## src/rtl/xnor_cmp_pkg.sv

```systemverilog
// Shared types and width helpers for the bit-serial XNOR comparator.
// Optional early-exit build: XNOR_CMP_EARLY_EXIT_EN.
package xnor_cmp_pkg;

  typedef enum logic [1:0] {
    IDLE  = 2'd0,
    SHIFT = 2'd1,
    DONE  = 2'd2
  } state_t;

  function automatic int cw_w(input int w);
    return $clog2(w + 1);
  endfunction

  function automatic int iw_w(input int w);
    return (w > 1) ? $clog2(w) : 1;
  endfunction

endpackage

```

## src/rtl/xnor_nor_cell.sv

```systemverilog
// One-bit equivalence cell built only from NOR gates.
// y is a XNOR b; diff is its NOR-inverted complement.
module xnor_nor_cell (
  input  logic a,
  input  logic b,
  output logic y,
  output logic diff
);

  logic n1;
  logic n2;
  logic n3;
  logic n4;

  assign n1   = ~(a | b);
  assign n2   = ~(a | n1);
  assign n3   = ~(b | n1);
  assign n4   = ~(n2 | n3);
  assign diff = ~(n4 | n4);
  assign y    = n4;

endmodule

```

## src/rtl/xnor_serial_cmp_ctrl.sv

```systemverilog
// Bit-serial W-bit equality comparator sequencing one shared XNOR cell.
// Build option XNOR_CMP_EARLY_EXIT_EN stops the scan on the first mismatch.
module xnor_serial_cmp_ctrl
  import xnor_cmp_pkg::*;
#(
  parameter  int W  = 8,
  localparam int CW = cw_w(W),
  localparam int IW = iw_w(W)
) (
  input  logic          clk,
  input  logic          reset,
  input  logic          start,
  input  logic [W-1:0]  a_in,
  input  logic [W-1:0]  b_in,
  output logic          busy,
  output logic          done,
  output logic          equal,
  output logic [CW-1:0] mismatch_cnt,
  output logic [IW-1:0] first_diff
);

  state_t        state;
  logic [W-1:0]  a_sr;
  logic [W-1:0]  b_sr;
  logic [IW-1:0] idx;
  logic [CW-1:0] acc_cnt;
  logic [IW-1:0] acc_first;
  logic          seen;

  logic          x;
  logic          diff;
  logic [CW-1:0] nxt_cnt;
  logic [IW-1:0] nxt_first;
  logic          last;

  xnor_nor_cell u_cell (
    .a    (a_sr[0]),
    .b    (b_sr[0]),
    .y    (x),
    .diff (diff)
  );

  always_comb begin
    nxt_cnt   = acc_cnt;
    nxt_first = acc_first;
    if (!x) begin
      nxt_cnt = acc_cnt + CW'(1);
      if (!seen) nxt_first = idx;
    end
`ifdef XNOR_CMP_EARLY_EXIT_EN
    last = (idx == IW'(W - 1)) || diff;
`else
    last = (idx == IW'(W - 1));
`endif
  end

  always_ff @(posedge clk) begin
    if (reset) begin
      state        <= IDLE;
      a_sr         <= '0;
      b_sr         <= '0;
      idx          <= '0;
      acc_cnt      <= '0;
      acc_first    <= '0;
      seen         <= 1'b0;
      busy         <= 1'b0;
      done         <= 1'b0;
      equal        <= 1'b0;
      mismatch_cnt <= '0;
      first_diff   <= '0;
    end else begin
      unique case (state)
        IDLE: begin
          if (start) begin
            a_sr         <= a_in;
            b_sr         <= b_in;
            idx          <= '0;
            acc_cnt      <= '0;
            acc_first    <= '0;
            seen         <= 1'b0;
            equal        <= 1'b0;
            mismatch_cnt <= '0;
            first_diff   <= '0;
            busy         <= 1'b1;
            state        <= SHIFT;
          end
        end
        SHIFT: begin
          acc_cnt   <= nxt_cnt;
          acc_first <= nxt_first;
          seen      <= seen | diff;
          a_sr      <= a_sr >> 1;
          b_sr      <= b_sr >> 1;
          if (last) begin
            busy         <= 1'b0;
            done         <= 1'b1;
            equal        <= (nxt_cnt == '0);
            mismatch_cnt <= nxt_cnt;
            first_diff   <= nxt_first;
            state        <= DONE;
          end else begin
            idx <= idx + IW'(1);
          end
        end
        DONE: begin
          done  <= 1'b0;
          state <= IDLE;
        end
        default: state <= IDLE;
      endcase
    end
  end

endmodule

```

## config.mk

```make
export PLATFORM = sky130hd
export DESIGN_NAME = xnor_serial_cmp_ctrl
export DESIGN_NICKNAME = d
export VERILOG_FILES = /design/src/rtl/xnor_cmp_pkg.sv /design/src/rtl/xnor_nor_cell.sv /design/src/rtl/xnor_serial_cmp_ctrl.sv
export SDC_FILE = /design/constraint.sdc
export NUM_CORES = 1
export LEC_CHECK = 0
export ABC_AREA = 1
export ABC_CLOCK_PERIOD_IN_PS = 1850
export CORE_MARGIN = 2
export CORE_UTILIZATION = 30
export CTS_BUF_LIST = sky130_fd_sc_hd__clkbuf_16
export CTS_CLUSTER_SIZE = 25
export DETAILED_ROUTE_END_ITERATION = 7
export PLACE_DENSITY = 0.61
export SLEW_MARGIN = 40
export SYNTH_ARGS = -nofsm -noshare
export SYNTH_HDL_FRONTEND = slang
export SYNTH_SLANG_ARGS = --single-unit
```

## constraint.sdc

```tcl
create_clock -name clk -period 1.85 [get_ports clk]
set_input_delay 0.37 -clock clk [delete_from_list [all_inputs] [get_ports clk]]
set_output_delay 0.37 -clock clk [all_outputs]
set_load 0.02 [all_outputs]
```

==> results.sh <==
export IMPL_status="finished, final reports clean"
export IMPL_yosysMostFrequentCell="nand2_1"
export IMPL_drive_gt1_share_pct=10.1
export IMPL_die_area_um2=6430
export IMPL_maxCapViolations=0
export IMPL_cp_start_kind="flip-flop"
export IMPL_p_switching_uw=538
export IMPL_totalWireLength_mm=3.57
export IMPL_final_util_pct=39.9
export IMPL_hpwl_mm=2.58
export IMPL_synth_top_area_cell="dfxtp_1"
export IMPL_synth_top_area_share_pct=44.8
export IMPL_power_leakage_nw=0.874
export IMPL_start_util_pct=31.4
export IMPL_die_w_um=80.2
export IMPL_hold_path_class="flip-flop to flip-flop"
export IMPL_dieHeight_um=80.2
export IMPL_cp_arrival_ns=1.22
export IMPL_gp_congestion=0.728
export IMPL_clk_pin_slew_worst_paths_ns=0.05
export IMPL_io_pins=29
export IMPL_total_power_mw=2.08
export IMPL_power_share_sequential_pct=45.3
export IMPL_synthCells=227
export IMPL_antenna_found_initial=0
export IMPL_slew_headroom_pct=78.9
export IMPL_vias=1509
export IMPL_synth_edff_count=0
export IMPL_synthDistinctLibCells=24
export IMPL_num_nets_final=279
export IMPL_cts_buffers=5
export IMPL_syn_avg_cell_area_um2=7.67
export IMPL_period_share_pct=86.1
export IMPL_insertion_delay_ns=0.28
export IMPL_drtIter0Drc=89
export IMPL_tns_ns=0
export IMPL_rows=27
export IMPL_crit_buf_inv=1
export IMPL_cp_end_kind="primary output"
export IMPL_crit_family="buffers and inverters"
export IMPL_grt_pass1_wl_mm=6.11
export IMPL_crit_slowest_cell="clkdlybuf4s50_1"
export IMPL_cts_tree="done"
export IMPL_routedWlPerCell_um=10.8
export IMPL_crit_chain="clkdlybuf4s50_1"
export IMPL_coreArea_um2=5540
export IMPL_intPower_mw=1.54
export IMPL_crit_type="flip-flop to primary output"
export IMPL_port_buffers=28
export IMPL_fin_cells=330
export IMPL_ant_nets=0
export IMPL_finalClockSkew_ns=0.00454
export IMPL_vias_per_cell=4.57
export IMPL_grt_setup_unrepaired="no"
export IMPL_synth_top_cells_by_count="nand2_1, dfxtp_1, a21oi_1"
export IMPL_firstDrtPassIters=4
export IMPL_period_needed_ns=1.59
export IMPL_grt_pass1_vias=1396
export IMPL_crit_required_ns=1.48
export IMPL_clock_sinks=39
export IMPL_ys_top_cells_by_area="dfxtp_1, nand2_1, a21oi_1"
export IMPL_setup_violations_final=0
export IMPL_synth_nets=249
export IMPL_yosys_most_used_dff="dfxtp_1"
export IMPL_post_cts_resized=0
export IMPL_cts_htree_levels=2
export IMPL_hold_slack_ns=0.461
export IMPL_stdcell_area_um2=2210
export IMPL_num_antenna_cells=0
export IMPL_place_inst=322
export IMPL_grt_max_degree=29
export IMPL_clockRootBuffer="clkbuf_16"
export IMPL_max_freq_ghz=0.628
export IMPL_ys_seq_area_share_pct=44.8
export IMPL_async_reset_ff_share_pct=0
export IMPL_post_place_ws_ns=0.151
export IMPL_drc_errors=0
export IMPL_ys_seq_elements=39
export IMPL_vdd_ir_drop_worst_mv=0.388
export IMPL_grt_ovfl_total=0
export IMPL_drv_slew=0
export IMPL_slowest_delay_ns=0.61
export IMPL_synth_area_um2=1740
export IMPL_clock_path_buffers=2
export IMPL_sw_frac_of_total_pct=25.9
export IMPL_syn_to_final_growth_pct=27.0
export IMPL_postCtsSetupRepairBufs=0
export IMPL_p_clk_share_pct=37.8
export IMPL_tightestPinTransition_ns=0.313
export IMPL_path_max_fanout=2
export IMPL_yosysWarnings=0
export IMPL_detailed_place_area_um2=2080
export IMPL_fin_ws_ns=0.257
export IMPL_grt_usage_pct=12.2
export IMPL_hold_buffers=0
export IMPL_hold_viol=0
export IMPL_fillers=591
export IMPL_comb_power_share_pct=16.9
export IMPL_p_per_area_nw_per_um2=940
## per-layer routing
| metal | vias up | global-route usage, % | share of wire [%] |
|---|---|---|---|
| li1 | 818 | - | - |
| met1 | 671 | 13.8 | 46 |
| met2 | 14 | 21.3 | 49 |
| met3 | 6 | 3.03 | 2.3 |
| met4 | 0 | 6.10 | 2.2 |
| met5 | - | 0 | 0 |
## tightest hold or removal path, cell delays in order (launching register included)
cell and delay [ns]:
dfxtp_1 0.30, nand2_1 0.06, a21oi_1 0.05
## placed cells by master, fill, tap and decap left out
cell type and n:
a21oi_1 20, a22oi_1 2, a31oi_1 14, buf_4 5, clkbuf_16 5, clkdlybuf4s50_1 28
clkinv_1 2, dfxtp_1 39, ha_1 3, inv_1 15, inv_2 4, inv_8 1
nand2_1 63, nand2_2 2, nand2_4 1, nand3_1 9, nor2_1 10, nor2_4 2
nor2_8 2, nor3_1 1, o211ai_1 1, o21ai_0 17, o21ai_1 8, or2_2 4
## sequential cells by signal, summed over array words and instances, names as in the netlist
name	count
a_sr	8
acc_cnt	4
acc_first	3
b_sr	8
busy	1
done	1
equal	1
first_diff	3
idx	3
mismatch_cnt	4
seen	1
state	2
## power by group through the flow
stage	Clock [mW]	Sequential [mW]	Combinational, mW
2_1_floorplan	0	0.971	0.233
3_3_place_gp	0	0.959	0.348
3_5_place_dp	0	0.960	0.352
4_1_cts	0.811	0.943	0.354
5_1_grt	0.855	0.951	0.395
6_report	0.786	0.943	0.350
## kinds of logic (layout without fill, tap and decap cells)
kind of cell / after synthesis / after routing / share of synthesized area, %
fa+ha+maj: 3 / 3 / 2.16
flops: 39 / 39 / 44.8
compound gates: 62 / 62 / 19.3
simple gates: 94 / 94 / 25.0
buf+inv: 29 / 60 / 8.76
## final cells by class
cell class	count	area [um2]	share of cell area (%)
Tap cell	72	90.1	4.07
Sequential cell	39	781	35.3
Clock buffer	5	125	5.66
Timing Repair Buffer	33	318	14.4
Multi-Input combinational cell	159	808	36.5
Clock inverter	3	11.3	0.509
Inverter	19	78.8	3.56
## final timing paths
path                                to  cells past startpoint  slack, ns                          from
setup / recovery       mismatch_cnt[1]                      1       0.26  mismatch_cnt[1]$_SDFFE_PP0P_
hold / removal    a_sr[7]$_SDFFE_PP0P_                      2       0.46          a_sr[7]$_SDFFE_PP0P_
setup reg to reg    equal$_SDFFE_PP0P_                      8       0.45         state[0]$_SDFFE_PP0P_
hold reg to reg   a_sr[7]$_SDFFE_PP0P_                      2       0.46          a_sr[7]$_SDFFE_PP0P_
No activity file was read; power rests on OpenSTA's default activity.
